--- src/rtl/wb_stage_reg_pkg.sv ---
// Shared core constants for the pipeline stage registers.
package wb_stage_reg_pkg;

   // ERET encoding; while it sits in decode or execute, interrupt clears are ignored.
   localparam logic [31:0] CORE_ERET_CODE = 32'h42000018;

   // Canonical bubble instruction.
   localparam logic [31:0] NOP_INSTR      = 32'h0000_0000;

endpackage

--- src/rtl/sat_counter.sv ---
// Saturating up-counter with synchronous clear and asynchronous active-low reset.
module sat_counter #(
   parameter int unsigned CNT_W = 16
) (
   input  logic             clk,
   input  logic             reset,
   input  logic             clr,
   input  logic             inc,
   output logic [CNT_W-1:0] count
);

   // Clear has priority over increment; the count sticks at all-ones.
   always_ff @(posedge clk or negedge reset) begin
      if (!reset) begin
         count <= '0;
      end else if (clr) begin
         count <= '0;
      end else if (inc && (count != '1)) begin
         count <= count + 1'b1;
      end
   end

endmodule

--- src/rtl/wb_stage_reg.sv ---
// MEM->WB pipeline register: valid bit, clearable payload, instruction word,
// sticky PC field, stall/flush control and bubble/stall performance counters.
module wb_stage_reg
   import wb_stage_reg_pkg::*;
#(
   parameter int unsigned          DATA_W    = 64,
   parameter int unsigned          KEEP_W    = 32,
   parameter int unsigned          INSTR_W   = 32,
   parameter logic [INSTR_W-1:0]   ERET_CODE = INSTR_W'(CORE_ERET_CODE),
   parameter int unsigned          CNT_W     = 16
) (
   input  logic               clk,
   input  logic               reset,
   input  logic               stall,
   input  logic               flush,
   input  logic               intclr,
   input  logic [INSTR_W-1:0] instr_d,
   input  logic [INSTR_W-1:0] instr_e,
   input  logic               in_valid,
   input  logic [INSTR_W-1:0] in_instr,
   input  logic [DATA_W-1:0]  in_data,
   input  logic [KEEP_W-1:0]  in_keep,
   output logic               out_valid,
   output logic [INSTR_W-1:0] out_instr,
   output logic [DATA_W-1:0]  out_data,
   output logic [KEEP_W-1:0]  out_keep,
   input  logic               cnt_clr,
   output logic [CNT_W-1:0]   bubble_cnt,
   output logic [CNT_W-1:0]   stall_cnt
);

   logic eretHit;
   logic clr;
   logic bubbleInc;
   logic stallInc;

   // Decode the clear request and the counter increment conditions.
   always_comb begin
      eretHit   = (instr_d == ERET_CODE) || (instr_e == ERET_CODE);
      clr       = flush || (intclr && !eretHit);
      bubbleInc = clr || (!stall && !in_valid);
      stallInc  = stall && !clr;
   end

   // Stage register: clear beats stall beats load; out_keep survives a clear.
   always_ff @(posedge clk or negedge reset) begin
      if (!reset) begin
         out_valid <= 1'b0;
         out_instr <= '0;
         out_data  <= '0;
         out_keep  <= '0;
      end else if (clr) begin
         out_valid <= 1'b0;
         out_instr <= INSTR_W'(NOP_INSTR);
         out_data  <= '0;
      end else if (!stall) begin
         out_valid <= in_valid;
         out_keep  <= in_keep;
         out_instr <= in_valid ? in_instr : INSTR_W'(NOP_INSTR);
         out_data  <= in_valid ? in_data  : '0;
      end
   end

   sat_counter #(.CNT_W(CNT_W)) uBubbleCnt (
      .clk   (clk),
      .reset (reset),
      .clr   (cnt_clr),
      .inc   (bubbleInc),
      .count (bubble_cnt)
   );

   sat_counter #(.CNT_W(CNT_W)) uStallCnt (
      .clk   (clk),
      .reset (reset),
      .clr   (cnt_clr),
      .inc   (stallInc),
      .count (stall_cnt)
   );

endmodule

--- config.mk ---
export PLATFORM = sky130hd
export DESIGN_NAME = wb_stage_reg
export DESIGN_NICKNAME = d
export VERILOG_FILES = /design/src/rtl/wb_stage_reg_pkg.sv /design/src/rtl/sat_counter.sv /design/src/rtl/wb_stage_reg.sv
export SDC_FILE = /design/constraint.sdc
export NUM_CORES = 1
export LEC_CHECK = 0
export BUFFER_PORTS_ARGS = -buffer_cell sky130_fd_sc_hd__buf_2
export CAP_MARGIN = 25
export CORE_AREA = 4 4 138 140
export CTS_BUF_LIST = sky130_fd_sc_hd__clkbuf_4
export DETAILED_ROUTE_END_ITERATION = 6
export DIE_AREA = 0 0 142 144
export PLACE_DENSITY_LB_ADDON = 0.2
export RECOVER_POWER = 100
export SYNTH_ARGS = -nofsm -noshare
export SYNTH_HDL_FRONTEND = slang
export SYNTH_SLANG_ARGS = --single-unit
--- constraint.sdc ---
create_clock -name clk -period 2.45 [get_ports clk]
set_input_delay 0 -clock clk [delete_from_list [all_inputs] [get_ports clk]]
set_output_delay 0 -clock clk [all_outputs]
set_load 0.05 [all_outputs]
==> flow_summary_export.csv, run 1 <==
group,metric,value,unit
finish,area_growth_syn_to_layout,45.4,%
power_and_ir_drop,vdd_ir_drop_max,0.471,mV
global_route,grt_pass1_wl,38000,um
placed_design,placed_cell_area,9410,sq um
synthesis,number_of_enable_type_register_cells_in_the_synthesized_netlist,0,
sta,slew_headroom,-30.7,%
setup_path,cpLargestDelayFamily,"simple AND/OR/NAND/NOR gates",
placed_design,hpwl,16100,um
setup_path,critical_path_peak_fanout,32,
synthesis,post_synth_instance_area,7440,sq um
global_route,grt_pass1_vias,7647,
setup_path,rr_startpoint,"uBubbleCnt.count[2]",
finish,final_non_filler_cell_area,10800,sq um
detailed_routing,dr.first_iter.drc_count,449,
synthesis,yosys.area_share.xor_xnor,0,%
finish,drive_above_1_share,21.4,%
setup_path,bufs_and_invs_on_worst_path,2,
synthesis,synth_top_area_share,54.1,%
global_route,maximum_number_of_pins_on_one_net_before_global_route_repair,191,
synthesis,post_synth_fa_ha_maj_area_fraction,0.336,%
die,floorplan.die_area,20400,sq um
flow_run,timing.max_cap.violations,1,
finish,utilization,60.6,%
placed_design,preCtsSetupSlack,0.107,ns
detailed_routing,route.vias.total,7792,
min_path,min_from,"in_valid",
setup_path,setup.worst_path.start_class,"input port",
placed_design,place.port_buffers,359,
placed_design,routabilityCongestion,0.792,
min_path,worst_hold_path.num_cells,5,
synthesis,yosysUniqueCellTypes,44,
clock_tree,clock_insertion_delay_worst_skew,0.54,ns
setup_path,worst_setup_end_kind,"flop",
synthesis,synth.net_count,1024,
setup_path,ff2ff_path_depth,6,
detailed_routing,dr.pass1.iters,5,
power_and_ir_drop,p_per_area,546,nW/um^2
die,die_height,144,um
clock_tree,clock_tree.buffer_depth,2,
detailed_routing,remaining_drc_errors,0,
sta,fraction_of_the_cycle_the_final_worst_path_needs,89.1,%
setup_path,cp_slowest_stage_delay,0.56,ns
finish,fillerInstances,1589,
synthesis,largest_area_contributor_in_the_netlist,"sky130_fd_sc_hd__dfrtp_1",
synthesis,ys_seq_area_share,54.1,%
power_and_ir_drop,total_power,5.90,mW
sta,period_minus_slack,2.18,ns
setup_path,path_depth,8,
status,outcome,"complete, but fails checks",
synthesis,yosysMostFrequentCell,"sky130_fd_sc_hd__nor2_1",
setup_path,worstSetupPathType,"in -> reg",
clock_tree,cts.htree.levels,4,
synthesis,synth_top_flop_cell,"sky130_fd_sc_hd__dfrtp_1",
detailed_routing,postRouteAntennaNets,0,
die,cell_row_count,49,
sta,skew,0.0207,ns
synthesis,ys_seq_elements,161,
die,initial_core_util,41.7,%
finish,instances_no_fill,1530,
clock_tree,hold_buffers,134,
detailed_routing,route.met2.wl,12400,um
synthesis,synth_top_family_by_area,"simple AND/OR/NAND/NOR gates",
detailed_routing,highest-signal-layer,"met4",
synthesis,synthSimpleGateAreaFrac,24.5,%
synthesis,muxShareOfSynthArea,5.88,%
finish,design.final.nets,1485,
synthesis,yosysWarningCount,0,
detailed_routing,viasPerCell,5.09,
clock_tree,cts_post_setup_buffers_inserted,0,
sta,timing.final.hold_violations,0,
global_route,number_of_antenna_violations_at_the_first_check_in_global_routing,2,
clock_tree,tritoncts_clock_tree,"yes",
setup_path,timing.critical_path.slowest_stage_cell,"sky130_fd_sc_hd__nor4b_1",
setup_path,critical_path_arrival,2.63,ns
sta,rsz0062_at_grt,"false",
detailed_routing,totalWireLength,24500,um
setup_path,cp_data_required_time,2.90,ns
min_path,worst_hold_path.endpoint,"uBubbleCnt.count[14]",
setup_path,r2r_slack,0.27,ns
status,failing_checks,"capacitance limit, slew limit",
power_and_ir_drop,leakage,4.95,nW
clock_tree,cts_root_buffer,"sky130_fd_sc_hd__clkbuf_4",
min_path,hold_path.class,"in -> reg",
setup_path,crit_chain,"buf_2 -> nor4b_1 -> nand4_1 -> nor2_1 -> o21bai_2 -> or2_1 -> clkbuf_2 -> mux2_1",
die,fp.coreArea,17800,sq um
synthesis,synth.cells.most_frequent,"sky130_fd_sc_hd__nor2_1 (202), sky130_fd_sc_hd__dfrtp_1 (161), sky130_fd_sc_hd__a21oi_1 (116)",
clock_tree,cts_buffers,17,
die,die_width,142,um
sta,maximum_clock_frequency,458,MHz
detailed_routing,met3WireLength,2020,um
synthesis,synth-async-reset-ratio,100,%
synthesis,synth_area_leaders,"sky130_fd_sc_hd__dfrtp_1 (54%), sky130_fd_sc_hd__nor2_1 (10%), sky130_fd_sc_hd__a21oi_1 (7.8%), sky130_fd_sc_hd__nand2_1 (5.5%), sky130_fd_sc_hd__mux2_2 (5.1%)",
setup_path,critical_register_to_register_path_endpoint,"uBubbleCnt.count[3]",
clock_tree,cts_repair_resize_count,0,
sta,timing.final.ws_setup,0.268,ns
sta,finalHoldWorstSlack,0.0656,ns
die,io_pins,360,
sta,aggregate_negative_setup_slack,0,ns
clock_tree,cts_sinks,161,
sta,setup_viol,0,
global_route,grt_usage,23.1,%
sta,max_slew.worst_pin.slew,1.96,ns
placed_design,place_inst,1360,
detailed_routing,wl_met1,9040,um
synthesis,synthCells,823,
detailed_routing,routed_wire_length_per_instance,16.0,um
global_route,grt_overflow_total,0,
synthesis,synth_compound_gate_area_share,11.3,%
sta,report.final.slew_viol_count,75,
clock_tree,clkSlewWorstSetupHoldPaths,0.17,ns
setup_path,setup.worst_path.start,"instr_d[27]",
synthesis,avgSynthCellArea,9.04,sq um
-- registers in the layout (all words and copies together) (netlist names) --
signal and flops:
uBubbleCnt.count 16, out_instr 32, out_keep 32, out_data 64, out_valid 1, uStallCnt.count 16
-- cell type report --
| type | count | area (sq um) | area share [%] |
|---|---|---|---|
| tap | 229 | 287 | 2.65 |
| antenna | 4 | 10.0 | 0.0925 |
| multi-input combinational | 596 | 3120 | 28.8 |
| clock inverter | 15 | 168 | 1.55 |
| timing repair buffer | 505 | 3070 | 28.4 |
| clock buffer | 17 | 128 | 1.18 |
| sequential | 161 | 4030 | 37.2 |
| inverter | 3 | 11.3 | 0.104 |
-- logic make-up after synthesis --
group           after synthesis
buf+inv                      66
fa+ha+maj                     2
mux                          39
compound gates              150
simple gates                405
flops                       161
-- layer usage --
metal | vias to the layer above | global-route usage [%]
li1 | 3744 | -
met1 | 3664 | 25.7
met2 | 325 | 40.9
met3 | 59 | 6.94
met4 | 0 | 10.3
met5 | - | 0
-- worst max path at each step --
stage                           endpoint  slack, ns
global route          uStallCnt.count[9]       0.13
global placement            out_keep[21]       0.11
detailed placement          out_keep[29]       0.11
finish                      out_keep[28]       0.27
CTS                  uBubbleCnt.count[3]       0.36
floorplan           uBubbleCnt.count[13]       0.25
-- tightest hold or removal path, cell delays in order --
cell and delay, ns:
sky130_fd_sc_hd__buf_2 0.13, sky130_fd_sc_hd__nor2_1 0.11, sky130_fd_sc_hd__nor2_1 0.06, sky130_fd_sc_hd__o21ai_0 0.17, sky130_fd_sc_hd__a311oi_1 0.12
-- power by group --
part           switching, mW  internal [mW]
Clock                   1.08          0.560
Sequential            0.0764           2.79
Combinational          0.932          0.468
-- layout by cell type (no fill, tap or decap), types with 3 or more instances in the layout --
master,instances
sky130_fd_sc_hd__clkbuf_2,4
sky130_fd_sc_hd__diode_2,4
sky130_fd_sc_hd__or4_1,17
sky130_fd_sc_hd__and2_1,3
sky130_fd_sc_hd__and3_1,7
sky130_fd_sc_hd__mux2_1,5
sky130_fd_sc_hd__nor2_1,202
sky130_fd_sc_hd__nor4b_1,10
sky130_fd_sc_hd__a21oi_1,116
sky130_fd_sc_hd__o21ai_0,3
sky130_fd_sc_hd__buf_4,4
sky130_fd_sc_hd__nor2b_1,8
sky130_fd_sc_hd__dfrtp_1,161
sky130_fd_sc_hd__dlygate4sd3_1,134
sky130_fd_sc_hd__nand2_1,109
sky130_fd_sc_hd__nand3_1,8
sky130_fd_sc_hd__clkinvlp_4,3
sky130_fd_sc_hd__o31a_1,3
sky130_fd_sc_hd__mux2_2,33
sky130_fd_sc_hd__buf_2,196
sky130_fd_sc_hd__inv_6,3
sky130_fd_sc_hd__buf_12,4
sky130_fd_sc_hd__clkbuf_1,162
sky130_fd_sc_hd__o21a_1,3
sky130_fd_sc_hd__nand4_1,13
sky130_fd_sc_hd__nor4_1,15
sky130_fd_sc_hd__inv_8,6
sky130_fd_sc_hd__o31ai_1,17
sky130_fd_sc_hd__clkbuf_4,17
sky130_fd_sc_hd__inv_1,3
No activity file was read; power rests on OpenSTA's default activity.
==> run 2, diff against run 1 <==
Settings changed: CTS_BUF_LIST sky130_fd_sc_hd__clkbuf_4 to sky130_fd_sc_hd__clkbuf_8.
==> flow_summary_export.csv, run 2 (same netlist as run 1, synthesis figures left out) <==
group,metric,value,unit
finish,mostFrequentLayoutCell,"sky130_fd_sc_hd__nor2_1",
sta,slew_headroom,-30.2,%
power_and_ir_drop,vdd_ir_drop_max,0.504,mV
setup_path,critical_path_peak_fanout,32,
setup_path,ff2ff_path_depth,6,
setup_path,cp_slowest_stage_delay,0.53,ns
sta,finalHoldWorstSlack,0.141,ns
placed_design,routabilityCongestion,0.792,
setup_path,critical_path_arrival,2.52,ns
min_path,min_from,"intclr",
setup_path,cp_data_required_time,2.80,ns
die,io_pins,360,
clock_tree,cts_post_setup_buffers_inserted,0,
global_route,maximum_number_of_pins_on_one_net_before_global_route_repair,191,
setup_path,worst_setup_end_kind,"flop",
sta,maximum_clock_frequency,461,MHz
setup_path,setup.worst_path.start,"instr_d[27]",
clock_tree,clkSlewWorstSetupHoldPaths,0.10,ns
clock_tree,cts_sinks,161,
finish,largest_register_by_flop_count,"out_data",
finish,design.final.nets,1484,
finish,seq_area,4030,sq um
global_route,grt_pass1_wl,38200,um
die,cell_row_count,49,
global_route,grt_overflow_total,0,
clock_tree,clock_insertion_delay_worst_skew,0.46,ns
finish,utilization,61.2,%
finish,drive_above_1_share,21.5,%
sta,timing.final.hold_violations,0,
min_path,hold_path.class,"in -> reg",
die,fp.coreArea,17800,sq um
power_and_ir_drop,leakage,4.99,nW
setup_path,timing.critical_path.to,"out_keep[29]",
placed_design,hpwl,16100,um
finish,largest_register_ffs,64,
die,die_height,144,um
global_route,grt_pass1_vias,7667,
detailed_routing,routed_wire_length_per_instance,16.2,um
setup_path,timing.critical_path.slowest_stage_cell,"sky130_fd_sc_hd__nor4b_1",
setup_path,crit_chain,"buf_2 -> nor4b_1 -> nand4_1 -> nor2_1 -> o21bai_4 -> or2_1 -> clkbuf_2 -> mux2_1",
setup_path,setup.worst_path.start_class,"input port",
global_route,grt_usage,23.4,%
detailed_routing,postRouteAntennaNets,0,
status,outcome,"complete, but fails checks",
setup_path,rr_startpoint,"uBubbleCnt.count[2]",
detailed_routing,viasPerCell,5.12,
finish,fillerInstances,1560,
setup_path,critical_register_to_register_path_endpoint,"uBubbleCnt.count[3]",
finish,largestRegisters,"out_data (64), out_instr (32), out_keep (32)",
clock_tree,tritoncts_clock_tree,"yes",
power_and_ir_drop,p_per_area,574,nW/um^2
clock_tree,clock_tree.buffer_depth,2,
detailed_routing,route.vias.total,7818,
setup_path,worstSetupPathType,"in -> reg",
die,die_width,142,um
clock_tree,cts.htree.levels,4,
flow_run,timing.max_cap.violations,1,
die,initial_core_util,41.7,%
finish,final_cell_mix,"sky130_fd_sc_hd__nor2_1 (202), sky130_fd_sc_hd__buf_2 (196), sky130_fd_sc_hd__clkbuf_1 (162)",
finish,multi_input_area,3120,sq um
global_route,number_of_antenna_violations_at_the_first_check_in_global_routing,1,
sta,skew,0.0111,ns
sta,report.final.slew_viol_count,75,
sta,aggregate_negative_setup_slack,0,ns
status,failing_checks,"capacitance limit, slew limit",
finish,area_growth_syn_to_layout,46.7,%
placed_design,preCtsSetupSlack,0.107,ns
detailed_routing,dr.first_iter.drc_count,496,
die,floorplan.die_area,20400,sq um
sta,rsz0062_at_grt,"false",
sta,max_slew.worst_pin.slew,1.95,ns
clock_tree,cts_buffers,17,
detailed_routing,remaining_drc_errors,0,
detailed_routing,totalWireLength,24700,um
sta,fraction_of_the_cycle_the_final_worst_path_needs,88.5,%
sta,period_minus_slack,2.17,ns
placed_design,place.port_buffers,359,
setup_path,r2r_slack,0.30,ns
clock_tree,cts_root_buffer,"sky130_fd_sc_hd__clkbuf_8",
detailed_routing,dr.pass1.iters,6,
sta,setup_viol,0,
sta,timing.final.ws_setup,0.282,ns
## run 2: changes by cell type in the layout (fill, tap and decap cells not counted), sizes merged
cell         before  now
diode             4    1
dlygate4sd3     134  133
## run 2: how the worst min path moves through the flow
stage	depth (start not counted)	slack, ns	to
after detailed placement	1	0.09	out_data[18]
after floorplan	0	-0.30	out_data[0]
after global placement	1	0.09	out_data[18]
final	5	0.14	uBubbleCnt.count[1]
after CTS	5	0.11	uBubbleCnt.count[1]
after global routing	5	0.16	uBubbleCnt.count[1]
## run 2: where the power goes
part           leakage (nW)  switching, mW  internal (mW)  total [mW]
clock network         0.198           1.13          0.858        1.99
logic                  2.63          0.933          0.468        1.40
registers              2.17         0.0753           2.79        2.87
## run 2: stage by stage
stage | instances | power [mW] | instance area [sq um]
after floorplan | 823 | 3.73 | 7440
after global placement | 1360 | 4.17 | 9410
after detailed placement | 1360 | 4.19 | 9410
after CTS | 1525 | 6.35 | 11100
after global routing | 1526 | 6.53 | 10900
final | 1526 | 6.26 | 10900
## run 2: cell type report
cell class | instances | share of cell area, %
sequential | 161 | 36.9
timing repair buffer | 504 | 28.0
clock inverter | 15 | 1.54
antenna | 1 | 0.0229
tap | 229 | 2.62
clock buffer | 17 | 2.14
inverter | 3 | 0.103
multi-input combinational | 596 | 28.6
## run 2: repair_timing
item / in CTS / in global routing
gates resized for setup: 0 / 0
endpoints found under the hold margin: 211 / 0
hold buffers: 133 / 0
## run 2: critical path: cells and delay by family
family          cells  cell delay [ns]
compound gates      1             0.25
buf+inv             2             0.56
mux                 1             0.48
simple gates        4             1.22
## run 2: metal layers
metal	wire, um	vias to the layer above	global-route usage (%)
met5	0	-	0
met4	1230	0	12.0
met3	2050	75	6.94
met2	12500	336	41.1
met1	8930	3671	25.6
li1	-	3736	-
==> run 3, diff against run 2 <==
Settings changed: ABC_AREA set to 1, CORE_AREA 4 4 138 140 to 4 4 139 141, DIE_AREA 0 0 142 144 to 0 0 143 145.
==> flow_summary_export.csv, run 3 <==
group,metric,value,unit
clock_tree,cts_post_setup_buffers_inserted,0,
finish,largest_register_ffs,64,
finish,final_cell_mix,"sky130_fd_sc_hd__nand2_1 (387), sky130_fd_sc_hd__buf_2 (197), sky130_fd_sc_hd__clkbuf_1 (163)",
synthesis,largest_area_contributor_in_the_netlist,"sky130_fd_sc_hd__dfrtp_1",
synthesis,synthCells,937,
global_route,number_of_antenna_violations_at_the_first_check_in_global_routing,0,
global_route,grt_pass1_wl,40100,um
power_and_ir_drop,leakage,5.97,nW
clock_tree,clock_tree.buffer_depth,2,
setup_path,cp_data_required_time,2.84,ns
global_route,grt_usage,24.0,%
detailed_routing,remaining_drc_errors,0,
finish,seq_area,4030,sq um
synthesis,yosysWarningCount,0,
sta,max_slew.worst_pin.slew,1.78,ns
die,io_pins,360,
placed_design,preCtsSetupSlack,0.569,ns
global_route,maximum_number_of_pins_on_one_net_before_global_route_repair,97,
clock_tree,tritoncts_clock_tree,"yes",
finish,multi_input_area,2900,sq um
flow_run,timing.max_cap.violations,1,
clock_tree,cts.htree.levels,4,
finish,instances_no_fill,1651,
setup_path,critical_path_arrival,2.43,ns
power_and_ir_drop,p_per_area,547,nW/um^2
setup_path,rr_startpoint,"uStallCnt.count[0]",
synthesis,synth_top_area_share,53.2,%
sta,maximum_clock_frequency,492,MHz
die,cell_row_count,49,
detailed_routing,viasPerCell,4.79,
synthesis,synth_area_leaders,"sky130_fd_sc_hd__dfrtp_1 (53%), sky130_fd_sc_hd__nand2_1 (19%), sky130_fd_sc_hd__nand3_1 (8.8%), sky130_fd_sc_hd__inv_1 (3.6%), sky130_fd_sc_hd__nor2_1 (2.4%)",
min_path,hold_path.class,"in -> reg",
finish,design.final.nets,1610,
sta,rsz0062_at_grt,"false",
sta,aggregate_negative_setup_slack,0,ns
clock_tree,clock_insertion_delay_worst_skew,0.46,ns
clock_tree,cts_sinks,161,
detailed_routing,dr.first_iter.drc_count,416,
clock_tree,cts_root_buffer,"sky130_fd_sc_hd__clkbuf_8",
synthesis,post_synth_instance_area,7580,sq um
sta,slew_headroom,-18.4,%
finish,mostFrequentLayoutCell,"sky130_fd_sc_hd__nand2_1",
finish,drive_above_1_share,18.0,%
detailed_routing,totalWireLength,25700,um
synthesis,avgSynthCellArea,8.09,sq um
finish,antenna_cells,0,
setup_path,ff2ff_path_depth,10,
setup_path,critical_path_peak_fanout,18,
synthesis,ys_seq_elements,161,
synthesis,synth_top_flop_cell,"sky130_fd_sc_hd__dfrtp_1",
detailed_routing,routed_wire_length_per_instance,15.5,um
sta,fraction_of_the_cycle_the_final_worst_path_needs,83.0,%
sta,setup_viol,0,
synthesis,ys_seq_area_share,53.2,%
setup_path,worst_setup_end_kind,"flop",
finish,area_growth_syn_to_layout,43.6,%
global_route,grt_overflow_total,0,
die,die_height,145,um
setup_path,timing.critical_path.to,"uStallCnt.count[8]",
setup_path,setup.worst_path.start,"uStallCnt.count[0]",
power_and_ir_drop,vdd_ir_drop_max,0.432,mV
setup_path,setup.worst_path.start_class,"flop",
status,outcome,"complete, but fails checks",
setup_path,r2r_slack,0.42,ns
status,failing_checks,"capacitance limit, slew limit",
synthesis,yosysMostFrequentCell,"sky130_fd_sc_hd__nand2_1",
clock_tree,clkSlewWorstSetupHoldPaths,0.09,ns
die,floorplan.die_area,20700,sq um
setup_path,worstSetupPathType,"reg -> reg",
sta,period_minus_slack,2.03,ns
detailed_routing,dr.pass1.iters,5,
die,initial_core_util,42.2,%
synthesis,synth-async-reset-ratio,100,%
clock_tree,cts_buffers,17,
placed_design,hpwl,17300,um
finish,largestRegisters,"out_data (64), out_instr (32), out_keep (32)",
synthesis,yosysUniqueCellTypes,34,
setup_path,critical_register_to_register_path_endpoint,"uStallCnt.count[8]",
synthesis,synth.net_count,1138,
placed_design,place.port_buffers,359,
sta,timing.final.hold_violations,0,
synthesis,synth.cells.most_frequent,"sky130_fd_sc_hd__nand2_1 (386), sky130_fd_sc_hd__dfrtp_1 (161), sky130_fd_sc_hd__nand3_1 (134)",
die,fp.coreArea,18000,sq um
placed_design,place_inst,1488,
detailed_routing,route.vias.total,7911,
sta,finalHoldWorstSlack,0.254,ns
sta,skew,0.0145,ns
placed_design,routabilityCongestion,0.898,
synthesis,number_of_enable_type_register_cells_in_the_synthesized_netlist,0,
finish,fillerInstances,1668,
finish,largest_register_by_flop_count,"out_data",
sta,report.final.slew_viol_count,69,
die,die_width,143,um
global_route,grt_pass1_vias,7707,
sta,timing.final.ws_setup,0.418,ns
detailed_routing,postRouteAntennaNets,0,
run 3: cell count changes after synthesis, moves of 10 or more:
cell and delta:
sky130_fd_sc_hd__nor2_1 -153, sky130_fd_sc_hd__nor4b_1 -10, sky130_fd_sc_hd__o31ai_1 -17, sky130_fd_sc_hd__mux2_2 -34, sky130_fd_sc_hd__or4_1 -17, sky130_fd_sc_hd__buf_6 +10, sky130_fd_sc_hd__nand2_1 +277, sky130_fd_sc_hd__a21oi_1 -110
sky130_fd_sc_hd__xor2_1 +10, sky130_fd_sc_hd__inv_1 +69, sky130_fd_sc_hd__nor4_1 -15, sky130_fd_sc_hd__clkbuf_1 -27, sky130_fd_sc_hd__nand3_1 +126
run 3: worst min-delay path by stage:
stage / to / slack, ns / cells after the start / startpoint
floorplan: out_data[0] / -0.30 / 0 / reset
global placement: out_data[18] / 0.05 / 1 / reset
detailed placement: out_data[18] / 0.06 / 1 / reset
CTS: out_data[18] / 0.12 / 2 / reset
global route: out_keep[3] / 0.26 / 4 / in_keep[3]
finish: out_data[59] / 0.25 / 7 / flush
run 3: layout make-up:
type	instances	area share, %
timing repair buffer	501	27.7
clock buffer	17	2.15
multi-input combinational	651	26.7
tap	229	2.63
inverter	77	2.67
sequential	161	37.0
clock inverter	15	1.15
run 3: through the flow:
step                      area, sq um  total power [mW]  util [%]
after global placement           9490              4.03      52.8
after global routing            10900              6.22      60.6
after floorplan                  7580              3.61         -
after detailed placement         9490              4.04      52.8
after CTS                       11200              6.04      62.1
final                           10900              5.95      60.6
run 3: power breakdown:
group / switching [mW] / total (mW) / leakage, nW / internal (mW)
Sequential: 0.0745 / 2.85 / 2.18 / 2.78
Clock: 1.10 / 1.82 / 0.177 / 0.730
Combinational: 0.877 / 1.27 / 3.61 / 0.392
run 3: metal layers:
layer	track usage (%)	part of all wire (%)	wire length, um	up-vias
met5	0	0	0	-
met4	8.32	2.8	711	0
met3	5.66	6.8	1740	54
met2	40.7	50	12700	266
met1	29.9	41	10500	3705
li1	-	-	-	3886
run 3: critical path, stage by stage, from the launching register on:
cell                      delay, ns
sky130_fd_sc_hd__dfrtp_1       0.43
sky130_fd_sc_hd__ha_1          0.25
sky130_fd_sc_hd__nand3_2       0.11
sky130_fd_sc_hd__nor2_4        0.05
sky130_fd_sc_hd__nand2_4       0.09
sky130_fd_sc_hd__nor2_8        0.04
sky130_fd_sc_hd__nand4_2       0.07
sky130_fd_sc_hd__nand4_2       0.45
sky130_fd_sc_hd__inv_2         0.34
sky130_fd_sc_hd__nand2_1       0.07
sky130_fd_sc_hd__nand2_1       0.08
run 3: logic make-up (layout without fill, tap and decap cells):
kind of cell | count (synthesis) | count (layout) | synth area share [%]
simple gates | 617 | 617 | 35.6
flops | 161 | 161 | 53.2
buf+inv | 125 | 610 | 7.99
compound gates | 17 | 17 | 1.19
xor+xnor | 15 | 15 | 1.73
fa+ha+maj | 2 | 2 | 0.330
run 3: repair_timing:
item                                   4_1_cts  5_1_grt
resized for setup                            0        0
hold buffers                               131        0
endpoints found under the hold margin      202        0
